File: src/rtl/fetch_unit_pkg.sv
// rtl/fetch_unit_pkg.sv - shared types and constants for the instruction-fetch stage
package fetch_unit_pkg;

   // Default bus widths for the RV32I core
   localparam int DEF_ADDR_WIDTH = 32;
   localparam int DEF_DATA_WIDTH = 32;

   // Size of one instruction word in bytes; sequential fetch advances by this
   localparam int INSTR_BYTES = 4;

   typedef logic [DEF_ADDR_WIDTH-1:0] ADDR_BUS;
   typedef logic [DEF_DATA_WIDTH-1:0] DATA_BUS;

   typedef enum logic [1:0] {
      IDLE  = 2'd0,
      FETCH = 2'd1,
      VALID = 2'd2,
      ERROR = 2'd3
   } fetch_state;

   // True when an address sits on an instruction-word boundary
   function automatic logic is_word_aligned(input logic [1:0] low_bits);
      return (low_bits == 2'b00);
   endfunction

endpackage

File: src/rtl/fetch_unit_if.sv
// rtl/fetch_unit_if.sv - instruction-memory and instruction-stream handshakes of the fetch stage
interface fetch_unit_if
   import fetch_unit_pkg::*;
#(
   parameter int ADDR_WIDTH = DEF_ADDR_WIDTH,
   parameter int DATA_WIDTH = DEF_DATA_WIDTH
) ();

   // Instruction-memory read channel
   logic                  imem_req;
   logic [ADDR_WIDTH-1:0] imem_addr;
   logic                  imem_ack;
   logic [DATA_WIDTH-1:0] imem_rdata;

   // Fetched-instruction channel towards the control unit
   logic [DATA_WIDTH-1:0] instr;
   logic                  instr_valid;
   logic                  instr_ready;
   logic [ADDR_WIDTH-1:0] PC_out;

   // Fetch-stage side
   modport master (
      output imem_req,
      output imem_addr,
      input  imem_ack,
      input  imem_rdata,
      output instr,
      output instr_valid,
      input  instr_ready,
      output PC_out
   );

   // Memory and consumer side
   modport slave (
      input  imem_req,
      input  imem_addr,
      output imem_ack,
      output imem_rdata,
      input  instr,
      input  instr_valid,
      output instr_ready,
      input  PC_out
   );

endinterface

File: src/rtl/fetch_unit_pc_next_calc.sv
// rtl/fetch_unit_pc_next_calc.sv - next-PC adder with word-alignment check
module pc_next_calc
   import fetch_unit_pkg::*;
#(
   parameter int ADDR_WIDTH = DEF_ADDR_WIDTH
) (
   input  logic [ADDR_WIDTH-1:0] pc_i,
   input  logic                  pcsrc_i,
   input  logic [ADDR_WIDTH-1:0] imm_i,
   output logic [ADDR_WIDTH-1:0] next_pc_o,
   output logic                  misaligned_o
);

   logic [ADDR_WIDTH-1:0] offset;

   // Branch offset or sequential step, added modulo 2^ADDR_WIDTH (wrap is legal)
   always_comb begin
      offset       = pcsrc_i ? imm_i : ADDR_WIDTH'(INSTR_BYTES);
      next_pc_o    = pc_i + offset;
      misaligned_o = !is_word_aligned(next_pc_o[1:0]);
   end

endmodule

File: src/rtl/fetch_unit.sv
// rtl/fetch_unit.sv - RV32I instruction-fetch stage: PC, imem req/ack, instr valid/ready
module fetch_unit
   import fetch_unit_pkg::*;
#(
   parameter int                    ADDR_WIDTH = DEF_ADDR_WIDTH,
   parameter int                    DATA_WIDTH = DEF_DATA_WIDTH,
   parameter logic [ADDR_WIDTH-1:0] RESET_PC   = '0
) (
   input  logic                  clk,
   input  logic                  rst,
   input  logic                  PCsrc,
   input  logic [ADDR_WIDTH-1:0] ImmOp,
   output logic                  fetch_err,
   fetch_unit_if.master          bus
);

   fetch_state            state_q;
   logic [ADDR_WIDTH-1:0] pc_q;
   logic [ADDR_WIDTH-1:0] pc_out_q;
   logic [DATA_WIDTH-1:0] instr_q;

   logic [ADDR_WIDTH-1:0] pc_d;
   logic                  pc_d_misaligned;

   // Branch/sequential target; only consumed in the cycle the instruction is accepted
   pc_next_calc #(
      .ADDR_WIDTH (ADDR_WIDTH)
   ) u_pc_next_calc (
      .pc_i         (pc_q),
      .pcsrc_i      (PCsrc),
      .imm_i        (ImmOp),
      .next_pc_o    (pc_d),
      .misaligned_o (pc_d_misaligned)
   );

   // Fetch FSM with PC and presented-instruction registers
   always_ff @(posedge clk) begin
      if (rst) begin
         state_q  <= IDLE;
         pc_q     <= RESET_PC;
         pc_out_q <= '0;
         instr_q  <= '0;
      end else begin
         case (state_q)
            // One dead cycle after reset swallows any ack left over from a cut-off request
            IDLE: begin
               state_q <= FETCH;
            end
            FETCH: begin
               if (bus.imem_ack) begin
                  instr_q  <= bus.imem_rdata;
                  pc_out_q <= pc_q;
                  state_q  <= VALID;
               end
            end
            // Hold the instruction until the consumer takes it, then redirect or step
            VALID: begin
               if (bus.instr_ready) begin
                  if (pc_d_misaligned) begin
                     state_q <= ERROR;
                  end else begin
                     pc_q    <= pc_d;
                     state_q <= FETCH;
                  end
               end
            end
            // Sticky until reset; PC keeps the address of the offending instruction
            ERROR: begin
               state_q <= ERROR;
            end
            default: begin
               state_q <= IDLE;
            end
         endcase
      end
   end

   assign bus.imem_req    = (state_q == FETCH);
   assign bus.imem_addr   = pc_q;
   assign bus.instr       = instr_q;
   assign bus.instr_valid = (state_q == VALID);
   assign bus.PC_out      = pc_out_q;
   assign fetch_err       = (state_q == ERROR);

endmodule
File: src/flat_wrapper.sv
// flat-port wrapper written by rule: the top's interface ports become plain ports
module fetch_unit_flat import fetch_unit_pkg::*;
#(
   parameter int                    ADDR_WIDTH = DEF_ADDR_WIDTH,
   parameter int                    DATA_WIDTH = DEF_DATA_WIDTH,
   parameter logic [ADDR_WIDTH-1:0] RESET_PC   = '0
)
  (clk, rst, PCsrc, ImmOp, fetch_err, bus_imem_req, bus_imem_addr, bus_imem_ack, bus_imem_rdata, bus_instr, bus_instr_valid, bus_instr_ready, bus_PC_out);
  fetch_unit_if #(.ADDR_WIDTH(ADDR_WIDTH), .DATA_WIDTH(DATA_WIDTH)) bus_i ();
  input  logic clk;
  input  logic rst;
  input  logic PCsrc;
  input  logic [ADDR_WIDTH-1:0] ImmOp;
  output logic fetch_err;
  output wire logic [$bits(bus_i.imem_req)-1:0] bus_imem_req;
  output wire logic [$bits(bus_i.imem_addr)-1:0] bus_imem_addr;
  input wire logic [$bits(bus_i.imem_ack)-1:0] bus_imem_ack;
  input wire logic [$bits(bus_i.imem_rdata)-1:0] bus_imem_rdata;
  output wire logic [$bits(bus_i.instr)-1:0] bus_instr;
  output wire logic [$bits(bus_i.instr_valid)-1:0] bus_instr_valid;
  input wire logic [$bits(bus_i.instr_ready)-1:0] bus_instr_ready;
  output wire logic [$bits(bus_i.PC_out)-1:0] bus_PC_out;
  assign bus_imem_req = bus_i.imem_req;
  assign bus_imem_addr = bus_i.imem_addr;
  assign bus_i.imem_ack = bus_imem_ack;
  assign bus_i.imem_rdata = bus_imem_rdata;
  assign bus_instr = bus_i.instr;
  assign bus_instr_valid = bus_i.instr_valid;
  assign bus_i.instr_ready = bus_instr_ready;
  assign bus_PC_out = bus_i.PC_out;
  fetch_unit #(.ADDR_WIDTH(ADDR_WIDTH), .DATA_WIDTH(DATA_WIDTH), .RESET_PC(RESET_PC)) u_core (.clk(clk), .rst(rst), .PCsrc(PCsrc), .ImmOp(ImmOp), .fetch_err(fetch_err), .bus(bus_i));
endmodule
File: config.mk
export PLATFORM = sky130hd
export DESIGN_NAME = fetch_unit_flat
export DESIGN_NICKNAME = d
export VERILOG_FILES = /design/src/rtl/fetch_unit_pkg.sv /design/src/rtl/fetch_unit_if.sv /design/src/rtl/fetch_unit_pc_next_calc.sv /design/src/rtl/fetch_unit.sv /design/src/flat_wrapper.sv
export SDC_FILE = /design/constraint.sdc
export NUM_CORES = 1
export LEC_CHECK = 0
export CORE_ASPECT_RATIO = 2
export CORE_UTILIZATION = 48
export CTS_BUF_LIST = sky130_fd_sc_hd__clkbuf_4 sky130_fd_sc_hd__clkbuf_8
export DETAILED_ROUTE_END_ITERATION = 10
export PLACE_DENSITY = 0.94
export SYNTH_ARGS = -nofsm -noshare
export SYNTH_HDL_FRONTEND = slang
export SYNTH_SLANG_ARGS = --single-unit
File: constraint.sdc
create_clock -name clk -period 3.5 [get_ports clk]
set_input_delay 0.525 -clock clk [delete_from_list [all_inputs] [get_ports clk]]
set_output_delay 0.525 -clock clk [all_outputs]
set_load 0.03 [all_outputs]
# Word level (Yosys, flattened, before mapping)
# Cells that the tools add are included.
[totals]
input_bits = 69
latchBits = 0
memories = 0
elab_cells = 20
ramBits = 0
mem_bits_ro = 0
reg_bits = 98
[op_classes]
n_reduce_logical = 5
n_mul = 0
order_cmp = 0
bitwise = 0
shifts = 0
addsub = 1
muxes = 5
eq_ne = 5
div = 0
[ops]
columns = ["cell", "count"]
rows = [
  ["32-bit adder", 1],
  ["32-bit 2-to-1 mux", 1],
  ["2-bit case mux with 4 select lines", 1],
  ["2-bit 2-to-1 mux", 3],
  ["2-bit == test, second input constant", 2],
  ["2-bit logical NOT", 2],
  ["2-bit by 1-bit != test with 1-bit output, second input constant", 2],
  ["2-bit AND reduction", 2],
  ["3-bit AND reduction", 1],
  ["2-bit by 1-bit == test with 1-bit output, second input constant", 1],
]

# Logic depth before layout (Yosys ltp)
# Gate-level depths: netlist of the first run.
[depth]
depth_word = 6
depth_mapped = 12
mapped_depth_nobuf = 10

# By module
# From an unflattened synthesis of the first run, not the netlist that was laid out.
[hier_totals]
cells_unflattened = 666
hier_area_um2 = 6063.3
[modules_own_cells]
columns = ["mod", "seq_area_each_um2", "n_inst", "area_per_inst_um2", "cells_each"]
rows = [
  ["fetch_unit", 1961.9, 1, 4187.8, 394],
  ["pc_next_calc", 0.0, 1, 1875.5, 272],
]

# Least setup slack after synthesis of the first run
# Ideal clock, no wire load.
[synth_path]
path_kind = "input port to flip-flop"
from = "input port PCsrc"
to = "register u_core.pc_q[26], in the netlist u_core.bus.imem_addr[26]"
required_ps = 3438
setup_ps = 62
arrival_time_ps = 2741
path_slack_ps = 697
stages = 11
path_cell_list = "clkbuf_1 -> and2_1 -> ha_1 -> buf_2 -> nand4_2 -> or3_1 -> or3_1 -> o22ai_1 -> nor2_1 -> or4_1 -> nand3_1"
[synth_via]
elab_chain_cells = 4
[synth_rtl]
columns = ["item", "line", "text"]
rows = [
  ["from (decl)", "flat_wrapper.sv:12", "input logic PCsrc;"],
  ["32-bit 2-to-1 mux (*)", "fetch_unit_pc_next_calc.sv:18", "offset = pcsrc_i ? imm_i : ADDR_WIDTH'(INSTR_BYTES);"],
  ["32-bit adder (*)", "fetch_unit_pc_next_calc.sv:19", "next_pc_o = pc_i + offset;"],
  ["2-bit logical NOT", "fetch_unit_pkg.sv:23", "return (low_bits == 2'b00);"],
  ["3-bit AND reduction (no line)", "n/a", ""],
  ["to (signal assigned)", "fetch_unit.sv:62", "pc_q <= pc_d;"],
  ["to (decl)", "fetch_unit.sv:18", "logic [ADDR_WIDTH-1:0] pc_q;"],
]
# Every way passes the cells marked *; elsewhere a longest branch is shown, timed or not.
# A chain may end at the register's enable or synchronous reset.

# Worst setup path after layout of the first run
[layout_path]
from = "input port PCsrc"
to = "register u_core.pc_q[25], in the netlist u_core.bus.imem_addr[25]"
# Same word-level chain as after synthesis.

==> impl_metrics.toml, run 1 <==
[clock_tree]
clkTransAtPathRegs_ns = 0.10
cts_hold_buf = 0
cts.sinks = 98
ctsResizeCount = 0
worstSkewPairLatency_ns = 0.39
cts_buffers = 9
post-cts-setup-buffer-count = 0
cts_tree = "built"
ctsLongestPathBuffers = 2
clock-root-buffer = "clkbuf_8"
htree_levels = 3

[synthesis]
synthArstFlopShare = 0
syn_area_um2 = 5300
syn_nets = 809
ys_ff_latch = 98
syn_inst = 707
yosysSeqAreaShare = 0.370
netlist-cell-type-count = 49
yosysWarnings = 0
synth_edf_count = 0
avgSynthCellArea_um2 = 7.49
synth_ff_type = "dfxtp_1"

[layout]
area_delta_synth_final_pct = 41.8
fin_area_um2 = 7510
fin_nets = 985
antenna_cells = 0
regArea_um2 = 1960
fill_cells = 848
final_layout_size_suffix_gt1_frac = 0.0755
multi_input_area_um2 = 3160
fin_cells = 1025

[sta]
fmax_mhz = 315
finalHoldViolCount = 0
rsz0062_at_grt = "no"
finalCriticalPeriod_ns = 3.17
clock_skew_ns = 0.0176
report.final.setup_viol = 0
drv_slew = 0
relSlewSlack = 0.378
final_min_period_over_clock_period = 0.907
tightest_slew_ns = 0.930
timing.final.ws_setup_ns = 0.326

[die]
ios = 168
num_rows = 53
coreArea_um2 = 10600
die_width_um = 76.3
die_h_um = 151
dieArea_um2 = 11500
start_util = 0.499

[placed_design]
dp_worst_setup_slack_ns = -0.0153
place_inst = 1009
dpl.hpwl_um = 14000
dpl_cell_area_um2 = 7300
place_congestion = 0.971
port_buffers = 167

[pwr]
power.total_mw = 2.38
p_per_area_nw_per_um2 = 317
p_leak_nw = 2.96
ir_drop_uv = 302

[worst_setup_path]
path_cells = "clkdlybuf4s50_1 > buf_4 > and2_1 > ha_1 > a211oi_1 > o21bai_1 > o31ai_1 > a21oi_1 > a221oi_1 > buf_4 > xor2_1 > o21ai_1"
crit_path_max_incr_delay_ns = 0.43
worstPathRequired_ns = 3.78
crit_path_top_delay_cell = "clkdlybuf4s50_1"
cp_common_cell = "buf_4"
end_kind = "register"
cp_max_fo = 16
start_kind = "input port"
worstPathArrival_ns = 3.45
crit_type = "in -> reg"

[grt]
grt_pass1_wl_um = 27600
antenna_found_initial = 0
grt_max_degree = 49
gr-total-overflow = 0
grt_pass1_vias = 5733
grt_usage = 0.310

[drt]
wl_um = 17900
ant_nets = 0
viasPerCell = 5.57
drtIter0Drc = 299
vias = 5706
drc = 0
wl_per_cell_um = 17.5
dr.pass1.iters = 4

[job]
cap_violations = 0

[outcome]
status = "finished, final reports clean"

[worst_hold_path]
hold_path_class = "reg -> reg"
-- kinds of logic (layout without fill, tap and decap cells) --
family	Yosys count	in the layout	share of synthesized area
flops	98	98	0.370
buf+inv	49	230	0.0352
fa+ha+maj	33	33	0.0794
xor+xnor	21	21	0.0347
simple gates	301	301	0.256
compound gates	204	204	0.222
mux	1	1	0.00189
-- sequential cells by signal (all words and copies together), names as in the netlist --
register,flops
u_core.bus.PC_out,32
u_core.bus.imem_addr,32
u_core.bus.instr,32
u_core.state_q,2
-- critical path, delay by kind of cell --
kind                     cells  cell delay [ns]
AO/OA/AOI/OAI                6             1.48
AND/OR/NAND/NOR              1             0.15
XOR/XNOR                     1             0.15
buffers and inverters        3             0.81
adder cells (fa/ha/maj)      1             0.34
-- synth_stat cells, types with 2 or more instances --
master    instances  area share
and2_1           36       0.043
o21ai_0          13       0.012
o21ai_1          14       0.013
inv_1             6      0.0043
a31oi_1           6      0.0071
or4_1             3      0.0043
xnor2_1           9       0.015
buf_2             2      0.0019
o31ai_1           6      0.0085
a21o_1           20       0.028
a211o_1           2      0.0033
ha_1             32       0.076
nand3_1          15       0.014
dfxtp_1          98        0.37
nand2b_1          4      0.0047
a221oi_1          3      0.0050
nand4_1          12       0.014
clkbuf_1         33       0.023
o21bai_1          4      0.0057
a21oi_1         117        0.11
or2_2             3      0.0035
a211oi_1          8       0.011
a31o_2            2      0.0033
nor3_1            3      0.0028
nand2_1         180        0.13
nor2_1           28       0.020
xor2_1           12       0.020
buf_1             7      0.0050
and3_1            4      0.0047
or3_1             6      0.0071
-- path summary, 6_finish.rpt --
path / to / cells after the start / slack [ns] / from
hold reg to reg: u_core.bus.PC_out[30]$_SDFFE_PP0P_ / 2 / 0.46 / u_core.bus.PC_out[30]$_SDFFE_PP0P_
hold / removal: u_core.bus.PC_out[30]$_SDFFE_PP0P_ / 2 / 0.46 / u_core.bus.PC_out[30]$_SDFFE_PP0P_
setup / recovery: u_core.bus.imem_addr[25]$_SDFFE_PP0P_ / 12 / 0.33 / PCsrc
setup reg to reg: u_core.bus.imem_addr[25]$_SDFFE_PP0P_ / 9 / 0.86 / u_core.bus.imem_addr[6]$_SDFFE_PP0P_
-- final cells by class --
class,count,area share
clock buffers,9,0.0165
clock inverters,7,0.0123
inverters,7,0.00350
multi-input cells,560,0.420
flip-flops and latches,98,0.261
well taps,137,0.0228
repair buffers,207,0.263
-- metrics by stage --
| step | util | hold WS, ns | TNS, ns |
|---|---|---|---|
| 5_1_grt | 0.708 | 0.481 | 0 |
| 4_1_cts | 0.708 | 0.461 | 0 |
| 3_5_place_dp | 0.688 | 0.446 | -0.0153 |
| 3_3_place_gp | 0.688 | 0.441 | -0.0317 |
| 6_report | 0.708 | 0.459 | 0 |
| 2_1_floorplan | - | 0.490 | 0 |
-- power by group --
group	total [mW]	internal, mW	switching [mW]	leakage, nW
sequential	1.16	1.14	0.0183	0.793
combinational	0.410	0.187	0.223	2.06
clock	0.813	0.351	0.462	0.109
-- cell usage in the layout (no fill, tap or decap), types with 4 or more instances in the layout --
cell,Yosys,final
a31oi_1,6,6
buf_4,0,39
o21ai_0,13,13
o21bai_1,4,4
nand4_1,12,12
dfxtp_1,98,98
inv_1,6,6
or3_1,6,6
ha_1,32,32
clkbuf_8,0,9
o21ai_1,14,14
nand2_1,180,180
a21oi_1,117,117
xnor2_1,9,9
a211oi_1,8,8
o31ai_1,6,6
and2_1,36,36
and3_1,4,4
a21o_1,20,20
clkdlybuf4s50_1,0,166
xor2_1,12,12
nand2b_1,4,4
nand3_1,15,15
nor2_1,28,27
-- layer usage --
layer | up-vias | part of all wire | GRT usage
li1 | 2794 | - | -
met1 | 2622 | 0.35 | 0.292
met2 | 207 | 0.52 | 0.577
met3 | 83 | 0.043 | 0.0473
met4 | 0 | 0.084 | 0.271
met5 | - | 0 | 0
Power figures use the tool's default switching activity.
==> run 2, diff against run 1 <==
--- a/config.mk
+++ b/config.mk
@@ -8,6 +8,7 @@
 export CORE_ASPECT_RATIO = 2
 export CORE_UTILIZATION = 48
 export CTS_BUF_LIST = sky130_fd_sc_hd__clkbuf_4 sky130_fd_sc_hd__clkbuf_8
+export CTS_CLUSTER_DIAMETER = 50
 export DETAILED_ROUTE_END_ITERATION = 10
 export PLACE_DENSITY = 0.94
 export SYNTH_ARGS = -nofsm -noshare
==> results of run 2 <==
No change in the layout: final DEF, timing and power equal those of run 1.
